`config.mk`:
```
export PLATFORM = sky130hd
export DESIGN_NAME = csc_row_gen_flat
export DESIGN_NICKNAME = d
export VERILOG_FILES = /design/src/rtl/csc_row_gen_if.sv /design/src/rtl/csc_row_gen.sv /design/src/flat_wrapper.sv
export SDC_FILE = /design/constraint.sdc
export NUM_CORES = 1
export LEC_CHECK = 0
export ABC_AREA = 1
export BUFFER_PORTS_ARGS = -buffer_cell sky130_fd_sc_hd__buf_2
export CAP_MARGIN = 20
export CORE_AREA = 5 5 229 231
export DETAILED_ROUTE_END_ITERATION = 7
export DIE_AREA = 0 0 234 236
export PLACE_DENSITY_LB_ADDON = 0.2
export SLEW_MARGIN = 30
export SYNTH_ARGS = -nofsm -noshare
export SYNTH_HDL_FRONTEND = slang
export SYNTH_SLANG_ARGS = --single-unit
```
`constraint.sdc`:
```
create_clock -name clk -period 3.45 [get_ports clk]
set_input_delay 0.1725 -clock clk [delete_from_list [all_inputs] [get_ports clk]]
set_output_delay 0.1725 -clock clk [all_outputs]
set_load 0.01 [all_outputs]
```
`src/rtl/csc_row_gen_if.sv`:
```
// Descriptor-in / row-out bundle for the circulant sparse row generator.
// The generator uses the slave view; the upstream builder and row consumer use the master view.
interface csc_row_gen_if #(
    parameter int unsigned MAT_RANK = 256
);
    localparam int unsigned INDEX_W = $clog2(MAT_RANK);

    logic [INDEX_W*4-1:0] Scol_index;
    logic signed [31:0]   S_val_i0, S_val_i1, S_val_i2, S_val_i3;
    logic signed [31:0]   S_val_r0, S_val_r1, S_val_r2, S_val_r3;
    logic                 S_vld_i;
    logic                 S_rdy_i;

    logic [INDEX_W-1:0]   row_idx;
    logic [INDEX_W*4-1:0] col_index;
    logic signed [31:0]   val_i0, val_i1, val_i2, val_i3;
    logic signed [31:0]   val_r0, val_r1, val_r2, val_r3;
    logic [3:0]           nz_mask;
    logic                 row_first;
    logic                 row_last;
    logic                 row_vld;
    logic                 row_rdy;

    modport slave (
        input  Scol_index,
        input  S_val_i0, S_val_i1, S_val_i2, S_val_i3,
        input  S_val_r0, S_val_r1, S_val_r2, S_val_r3,
        input  S_vld_i,
        output S_rdy_i,
        output row_idx, col_index,
        output val_i0, val_i1, val_i2, val_i3,
        output val_r0, val_r1, val_r2, val_r3,
        output nz_mask, row_first, row_last, row_vld,
        input  row_rdy
    );

    modport master (
        output Scol_index,
        output S_val_i0, S_val_i1, S_val_i2, S_val_i3,
        output S_val_r0, S_val_r1, S_val_r2, S_val_r3,
        output S_vld_i,
        input  S_rdy_i,
        input  row_idx, col_index,
        input  val_i0, val_i1, val_i2, val_i3,
        input  val_r0, val_r1, val_r2, val_r3,
        input  nz_mask, row_first, row_last, row_vld,
        output row_rdy
    );
endinterface

```
`src/rtl/csc_row_gen.sv`:
```
// Expands one first-row descriptor into all MAT_RANK rows of a circulant sparse matrix,
// one row per handshake; row r's column indices are the base indices shifted by r.
module csc_row_gen #(
    parameter int unsigned MAT_RANK = 256
) (
    input  logic               clk,
    input  logic               rst_n,
    csc_row_gen_if.slave       bus
);
    localparam int unsigned INDEX_W = $clog2(MAT_RANK);
    localparam logic [INDEX_W-1:0] CNT_LAST = INDEX_W'(MAT_RANK - 1);

    typedef enum logic {IDLE, RUN} state_e;

    state_e                    state_q, state_d;
    logic [INDEX_W-1:0]        cnt_q, cnt_d;
    logic [3:0][INDEX_W-1:0]   base_q, base_d;
    logic [3:0][31:0]          vi_q, vi_d;
    logic [3:0][31:0]          vr_q, vr_d;
    logic [3:0]                mask_q, mask_d;

    logic                      row_vld_c;
    logic                      row_last_c;
    logic                      rdy_c;
    logic                      acc_c;
    logic                      rh_c;
    logic                      hi_zero_c;
    logic [3:0][INDEX_W-1:0]   col_c;

    assign row_vld_c  = (state_q == RUN);
    assign row_last_c = row_vld_c && (cnt_q == CNT_LAST);
    assign rdy_c      = (state_q == IDLE) || (row_last_c && bus.row_rdy);
    assign acc_c      = bus.S_vld_i && rdy_c;
    assign rh_c       = row_vld_c && bus.row_rdy;

    // Upper two slots collapse only when both index and value are zero (coincident position).
    assign hi_zero_c = (bus.Scol_index[2*INDEX_W +: INDEX_W] == '0)
                    && (bus.Scol_index[3*INDEX_W +: INDEX_W] == '0)
                    && (bus.S_val_i2 == '0) && (bus.S_val_r2 == '0)
                    && (bus.S_val_i3 == '0) && (bus.S_val_r3 == '0);

    always_comb begin
        state_d = state_q;
        cnt_d   = cnt_q;
        base_d  = base_q;
        vi_d    = vi_q;
        vr_d    = vr_q;
        mask_d  = mask_q;
        if (acc_c) begin
            state_d = RUN;
            cnt_d   = '0;
            base_d  = bus.Scol_index;
            vi_d    = {bus.S_val_i3, bus.S_val_i2, bus.S_val_i1, bus.S_val_i0};
            vr_d    = {bus.S_val_r3, bus.S_val_r2, bus.S_val_r1, bus.S_val_r0};
            mask_d  = {~hi_zero_c, ~hi_zero_c, 2'b11};
        end else if (rh_c) begin
            if (cnt_q != CNT_LAST) begin
                cnt_d = cnt_q + INDEX_W'(1);
            end else begin
                state_d = IDLE;
            end
        end
    end

    always_ff @(posedge clk) begin
        if (!rst_n) begin
            state_q <= IDLE;
            cnt_q   <= '0;
            base_q  <= '0;
            vi_q    <= '0;
            vr_q    <= '0;
            mask_q  <= '0;
        end else begin
            state_q <= state_d;
            cnt_q   <= cnt_d;
            base_q  <= base_d;
            vi_q    <= vi_d;
            vr_q    <= vr_d;
            mask_q  <= mask_d;
        end
    end

    // Modular add wraps naturally at INDEX_W bits because MAT_RANK is a power of two.
    always_comb begin
        col_c = '0;
        for (int k = 0; k < 4; k++) begin
            if (mask_q[k]) begin
                col_c[k] = base_q[k] + cnt_q;
            end
        end
    end

    assign bus.S_rdy_i   = rdy_c;
    assign bus.row_vld   = row_vld_c;
    assign bus.row_first = row_vld_c && (cnt_q == '0);
    assign bus.row_last  = row_last_c;
    assign bus.row_idx   = cnt_q;
    assign bus.col_index = col_c;
    assign bus.nz_mask   = mask_q;
    assign bus.val_i0    = vi_q[0];
    assign bus.val_i1    = vi_q[1];
    assign bus.val_i2    = vi_q[2];
    assign bus.val_i3    = vi_q[3];
    assign bus.val_r0    = vr_q[0];
    assign bus.val_r1    = vr_q[1];
    assign bus.val_r2    = vr_q[2];
    assign bus.val_r3    = vr_q[3];
endmodule

```
`src/flat_wrapper.sv`:
```
// flat-port wrapper written by rule: the top's interface ports become plain ports
module csc_row_gen_flat 
#(
    parameter int unsigned MAT_RANK = 256
)
  (clk, rst_n, bus_Scol_index, bus_S_val_i0, bus_S_val_i1, bus_S_val_i2, bus_S_val_i3, bus_S_val_r0, bus_S_val_r1, bus_S_val_r2, bus_S_val_r3, bus_S_vld_i, bus_S_rdy_i, bus_row_idx, bus_col_index, bus_val_i0, bus_val_i1, bus_val_i2, bus_val_i3, bus_val_r0, bus_val_r1, bus_val_r2, bus_val_r3, bus_nz_mask, bus_row_first, bus_row_last, bus_row_vld, bus_row_rdy);
  csc_row_gen_if #(.MAT_RANK(MAT_RANK)) bus_i ();
  input  logic clk;
  input  logic rst_n;
  input wire logic [$bits(bus_i.Scol_index)-1:0] bus_Scol_index;
  input wire logic [$bits(bus_i.S_val_i0)-1:0] bus_S_val_i0;
  input wire logic [$bits(bus_i.S_val_i1)-1:0] bus_S_val_i1;
  input wire logic [$bits(bus_i.S_val_i2)-1:0] bus_S_val_i2;
  input wire logic [$bits(bus_i.S_val_i3)-1:0] bus_S_val_i3;
  input wire logic [$bits(bus_i.S_val_r0)-1:0] bus_S_val_r0;
  input wire logic [$bits(bus_i.S_val_r1)-1:0] bus_S_val_r1;
  input wire logic [$bits(bus_i.S_val_r2)-1:0] bus_S_val_r2;
  input wire logic [$bits(bus_i.S_val_r3)-1:0] bus_S_val_r3;
  input wire logic [$bits(bus_i.S_vld_i)-1:0] bus_S_vld_i;
  output wire logic [$bits(bus_i.S_rdy_i)-1:0] bus_S_rdy_i;
  output wire logic [$bits(bus_i.row_idx)-1:0] bus_row_idx;
  output wire logic [$bits(bus_i.col_index)-1:0] bus_col_index;
  output wire logic [$bits(bus_i.val_i0)-1:0] bus_val_i0;
  output wire logic [$bits(bus_i.val_i1)-1:0] bus_val_i1;
  output wire logic [$bits(bus_i.val_i2)-1:0] bus_val_i2;
  output wire logic [$bits(bus_i.val_i3)-1:0] bus_val_i3;
  output wire logic [$bits(bus_i.val_r0)-1:0] bus_val_r0;
  output wire logic [$bits(bus_i.val_r1)-1:0] bus_val_r1;
  output wire logic [$bits(bus_i.val_r2)-1:0] bus_val_r2;
  output wire logic [$bits(bus_i.val_r3)-1:0] bus_val_r3;
  output wire logic [$bits(bus_i.nz_mask)-1:0] bus_nz_mask;
  output wire logic [$bits(bus_i.row_first)-1:0] bus_row_first;
  output wire logic [$bits(bus_i.row_last)-1:0] bus_row_last;
  output wire logic [$bits(bus_i.row_vld)-1:0] bus_row_vld;
  input wire logic [$bits(bus_i.row_rdy)-1:0] bus_row_rdy;
  assign bus_i.Scol_index = bus_Scol_index;
  assign bus_i.S_val_i0 = bus_S_val_i0;
  assign bus_i.S_val_i1 = bus_S_val_i1;
  assign bus_i.S_val_i2 = bus_S_val_i2;
  assign bus_i.S_val_i3 = bus_S_val_i3;
  assign bus_i.S_val_r0 = bus_S_val_r0;
  assign bus_i.S_val_r1 = bus_S_val_r1;
  assign bus_i.S_val_r2 = bus_S_val_r2;
  assign bus_i.S_val_r3 = bus_S_val_r3;
  assign bus_i.S_vld_i = bus_S_vld_i;
  assign bus_S_rdy_i = bus_i.S_rdy_i;
  assign bus_row_idx = bus_i.row_idx;
  assign bus_col_index = bus_i.col_index;
  assign bus_val_i0 = bus_i.val_i0;
  assign bus_val_i1 = bus_i.val_i1;
  assign bus_val_i2 = bus_i.val_i2;
  assign bus_val_i3 = bus_i.val_i3;
  assign bus_val_r0 = bus_i.val_r0;
  assign bus_val_r1 = bus_i.val_r1;
  assign bus_val_r2 = bus_i.val_r2;
  assign bus_val_r3 = bus_i.val_r3;
  assign bus_nz_mask = bus_i.nz_mask;
  assign bus_row_first = bus_i.row_first;
  assign bus_row_last = bus_i.row_last;
  assign bus_row_vld = bus_i.row_vld;
  assign bus_i.row_rdy = bus_row_rdy;
  csc_row_gen #(.MAT_RANK(MAT_RANK)) u_core (.clk(clk), .rst_n(rst_n), .bus(bus_i));
endmodule
```
Word-level counts from Yosys, hierarchy flattened
Cells that the tools add are included.
{"block": "totals", "regBits": 300, "inputBits": 292, "word_cells": 55, "out_inout_bits": 304}
{"block": "classes", "n_eq_ne": 3, "muxes": 7, "n_reduce_logical": 22, "addsub": 5, "bitwise": 3}
{"operator": "logical NOT 32 bit", "n": 4}
{"operator": "adder 8 bit", "n": 4}
{"operator": "two-way mux 8 bit", "n": 4}
{"operator": "logical NOT 8 bit", "n": 3}
{"operator": "logical AND 1 bit", "n": 10}
{"operator": "adder 8 x 1 -> 8 bit (second input constant)", "n": 1}
{"operator": "== test 8 bit (second input constant)", "n": 1}
{"operator": "inequality test 8 bit (second input constant)", "n": 1}
{"operator": "AND reduction 2 bit", "n": 2}
{"operator": "two-way mux 1 bit", "n": 3}
{"operator": "NOT 1 bit", "n": 3}
{"operator": "inequality test 2 x 1 -> 1 bit (second input constant)", "n": 1}
{"operator": "nonzero test 2 bit", "n": 1}
{"operator": "OR reduction 2 bit", "n": 1}
{"operator": "logical OR 1 bit", "n": 1}

Depth between registers and ports, before layout
{"block": "logic_depth", "ltp_word": 7, "depth_mapped": 11, "depth_no_buf": 11}

Worst setup path before layout
Ideal clock, no wire load.
{"block": "synth_path", "kind": "register to register", "from": "reg u_core.cnt_q[1] (netlist: u_core.bus.row_idx[1])", "to": "reg u_core.base_q[10] in the netlist's numbering", "required_time_ns": 3.334, "path_buffers": 2, "setup_ns": 0.116, "path_stages_with_launch": 11, "arrival_ns": 2.018, "setup_slack_ns": 1.316, "synth_period_minus_slack_ns": 2.134, "path_cell_list": "dfxtp_1 -> ha_1 -> nand2_1 -> nor2_2 -> nand3_2 -> a21oi_2 -> inv_2 -> clkbuf_1 -> buf_2 -> nor2_1 -> nor2_1"}
{"block": "synth_via", "elab_chain_cells": 5}
{"element": "from (decl)", "line_no": "csc_row_gen.sv:16", "source": "logic [INDEX_W-1:0] cnt_q, cnt_d;"}
{"element": "from (signal assigned)", "line_no": "csc_row_gen.sv:75", "source": "cnt_q <= cnt_d;"}
{"element": "== test 8 bit", "line_no": "csc_row_gen.sv:31", "source": "assign row_last_c = row_vld_c && (cnt_q == CNT_LAST);"}
{"element": "logical AND 1 bit", "line_no": "csc_row_gen.sv:31"}
{"element": "logical AND 1 bit", "line_no": "csc_row_gen.sv:32", "source": "assign rdy_c = (state_q == IDLE) || (row_last_c && bus.row_rdy);"}
{"element": "logical OR 1 bit", "line_no": "csc_row_gen.sv:32"}
{"element": "logical AND 1 bit", "line_no": "csc_row_gen.sv:33", "source": "assign acc_c = bus.S_vld_i && rdy_c;"}
{"element": "to (signal assigned)", "line_no": "csc_row_gen.sv:76", "source": "base_q <= base_d;"}
{"element": "to (decl)", "line_no": "csc_row_gen.sv:17", "source": "logic [3:0][INDEX_W-1:0] base_q, base_d;"}
No other way between the ends.
A chain may end at the register's enable or synchronous reset.

Worst setup path after layout
{"block": "layout_path", "from": "reg u_core.cnt_q[1] (netlist: u_core.bus.row_idx[1])", "to": "reg u_core.vr_q, in the netlist u_core.bus.val_r0[30]"}
{"block": "layout_via", "elab_chain_cells": 5}
{"element": "== test 8 bit", "line_no": "csc_row_gen.sv:31"}
{"element": "logical AND 1 bit", "line_no": "csc_row_gen.sv:31"}
{"element": "logical AND 1 bit", "line_no": "csc_row_gen.sv:32"}
{"element": "logical OR 1 bit", "line_no": "csc_row_gen.sv:32"}
{"element": "logical AND 1 bit", "line_no": "csc_row_gen.sv:33"}
{"element": "to (signal assigned)", "line_no": "csc_row_gen.sv:78", "source": "vr_q <= vr_d;"}
{"element": "to (decl)", "line_no": "csc_row_gen.sv:19", "source": "logic [3:0][31:0] vr_q, vr_d;"}
No other way between the ends.

==> flow_summary.toml <==
[place]
gp_congestion = 0.880
placed_area_um2 = 15700
io_buffers = 595
place_hpwl_mm = 37.5

[sta]
timing.fmax_mhz = 343
slew_viol_final = 0
finalSetupViolCount = 0
fin_worst_skew_ns = 0.0196
slew-limit-headroom = 0.447
rsz0062_at_grt = "false"
hold_violations = 0
tightest_slew_ns = 0.830
fin_tns_setup_ns = 0
fin_crit_sh = 0.846
period_minus_slack_ns = 2.92

[floorplan]
die_h_um = 236
die_area_um2 = 55200
initial_utilization = 0.245
ios = 596
die_x_um = 234
core_um2 = 49900
rows = 82

[power_and_ir_drop]
p_int_mw = 6.95
clkPwrFrac = 0.430
powerDensity_nw_per_um2 = 478
power_frac_seq = 0.407
peakVddDrop_mv = 0.346
combPwrFrac = 0.164
p_sw_mw = 2.56
p_sw_frac = 0.269
power_leakage_nw = 9.87

[layout]
final_layout_size_suffix_gt1_frac = 0.267
nets = 2841
area_delta_synth_final_pct = 63.4
final_cell_mix = "nor2_1, buf_2, dfxtp_1"
fin_area_um2 = 19900
fillers = 5120
final_common_cell = "nor2_1"

[routing]
drt_iter0_markers = 771
drcViolationCount = 0
dr_total_vias = 14152
wl_per_cell_um = 16.6
dr.pass1.iters = 5
wl_mm = 53.5
viasPerCell = 4.40
drtAntennaViolNets = 0

[logic_synthesis]
async_reset_ff_frac = 0
synth-edff-count = 0
synth_area_leaders = "dfxtp_1, nor2_1, o21ai_0"
ys_seq_area_frac = 0.491
synth_largest_area_cell = "dfxtp_1"
synth-seq-cells = 299
yosys_most_used_dff = "dfxtp_1"
ys_types = 27
synthCells = 1671
syn_nets = 1997
syn_area_um2 = 12200
postSynthAreaPerCell_um2 = 7.30
yosysWarnings = 0
synth_top_area_frac = 0.491

[worst_setup_path]
reg2reg_from = "u_core.bus.row_idx[1]"
cp_slowest_cell = "clkinv_8"
worstSetupStartpointType = "register"
crit_type = "register to register"
path_cells = "buf_4 > ha_1 > nand2_1 > nor2_2 > nand3_2 > a21oi_4 > clkinv_8 > buf_4 > nor2_1 > nor2_1"
r2r_cells = 10
cp.arrival_ns = 3.34
cpPeakStageDelay_ns = 0.46
crit-reg2reg-capture = "u_core.bus.val_r0[30]"
cp.required_ns = 3.87
endpoint_kind = "register"
cp_max_fo = 155
reg2reg_slack_ns = 0.53

[worst_hold_path]
min_to = "u_core.bus.row_vld"
min_from = "bus_row_rdy"
hp-class = "input port to register"
hold_path_depth = 4

[cts]
path_clk_slew_ns = 0.05
clockBufferDepth = 3
cts-htree-levels = 2
cts_sinks = 299
cts_tree = "yes"
clk_latency_ns = 0.54
cts_resized = 0
root_buffer = "clkbuf_16"
cts_made_buffers = 38

[global_routing]
antenna_found_initial = 1
grt_max_degree = 156
grt-ovfl-total = 0
grt_pass1_vias = 14528
grt_pass1_wl_mm = 81.6
track_usage = 0.184

[run]
cap_violations = 0

[status]
status = "complete, no violations"
[power groups by stage]
stage | Clock [mW] | Combinational, mW | Sequential, mW
6_report | 4.09 | 1.56 | 3.87
5_1_grt | 4.38 | 1.72 | 3.90
4_1_cts | 4.22 | 1.57 | 3.87
3_5_place_dp | 0 | 1.30 | 3.94
3_3_place_gp | 0 | 1.29 | 3.93
2_1_floorplan | 0 | 0.537 | 4.03
[final cells by class]
type / instances / area (µm²) / share of cell area
timing repair buffer: 904 / 6090 / 0.306
sequential: 299 / 5990 / 0.300
multi-input combinational: 1233 / 5560 / 0.279
clock buffer: 58 / 1150 / 0.0576
tap: 672 / 841 / 0.0422
inverter: 39 / 159 / 0.00797
clock inverter: 8 / 143 / 0.00716
antenna: 1 / 2.50 / 0.000126
[cells in the mapped netlist, types with 3 or more instances]
master	n
o211ai_1	4
buf_6	11
nor2_1	683
o21ai_0	205
nand2_1	104
o21a_1	4
nand4_1	11
buf_2	32
fa_1	4
xnor2_1	5
xor2_1	3
a21oi_1	55
clkbuf_1	53
buf_4	4
ha_1	30
o21ai_1	100
nand3_1	16
dfxtp_1	299
inv_1	37
[cells by family (layout without fill, tap and decap cells)]
kind of cell | count (synthesis) | count (layout) | share of synthesized area
simple gates | 821 | 821 | 0.258
compound gates | 370 | 370 | 0.154
flops | 299 | 299 | 0.491
buf+inv | 139 | 1009 | 0.0541
fa+ha+maj | 34 | 34 | 0.0373
xor+xnor | 8 | 8 | 0.00574
other cells | 0 | 1 | 0
[worst max-delay path: cells and delay by family (launching register included)]
kind            cells  cell delay, ns
flops               1            0.30
simple gates        5            0.65
compound gates      1            0.26
buf+inv             3            1.15
fa+ha+maj           1            0.24
[worst max-delay path by stage]
stage / slack, ns / to / from
2_1_floorplan: 1.32 / u_core.base_q[10] / u_core.bus.row_idx[1]
3_3_place_gp: 0.95 / u_core.bus.val_r1[3] / u_core.bus.row_idx[1]
3_5_place_dp: 0.88 / u_core.bus.val_r1[27] / u_core.bus.row_idx[1]
4_1_cts: 0.82 / bus_col_index[6] / u_core.bus.row_idx[0]
5_1_grt: 0.31 / u_core.bus.val_r0[30] / u_core.bus.row_idx[1]
6_report: 0.53 / u_core.bus.val_r0[30] / u_core.bus.row_idx[1]
[through the flow]
stage	cells	total power, mW	utilization	hold slack [ns]	setup slack [ns]
after floorplan	1671	4.57	-	0.307	1.32
after global placement	2858	5.23	0.316	0.395	0.952
after detailed placement	2858	5.24	0.316	0.400	0.879
after CTS	3213	9.66	0.400	0.0377	0.825
after global routing	3214	10.0	0.400	0.0853	0.308
final	3214	9.52	0.400	0.101	0.530
[sequential cells by signal, summed over array words and instances, names as in the netlist]
signal and flops:
u_core.bus.val_r1 32, u_core.bus.val_r2 32, u_core.bus.nz_mask 2, u_core.bus.row_vld 1, u_core.bus.val_i2 32, u_core.base_q 32, u_core.bus.val_i0 32, u_core.bus.val_r0 32
u_core.bus.row_idx 8, u_core.bus.val_i1 32, u_core.bus.val_r3 32, u_core.bus.val_i3 32
[routing by layer]
| metal | vias up | track usage | part of all wire |
|---|---|---|---|
| met2 | 518 | 0.311 | 0.48 |
| met3 | 138 | 0.0510 | 0.075 |
| met5 | - | 0 | 0 |
| li1 | 7091 | - | - |
| met1 | 6405 | 0.217 | 0.40 |
| met4 | 0 | 0.0842 | 0.047 |
[what timing repair did]
item / CTS / global route
setup buffers: 0 / 0
endpoints found under the hold margin: 289 / 0
hold buffers: 289 / 0
(Power assumes the default switching activity.)
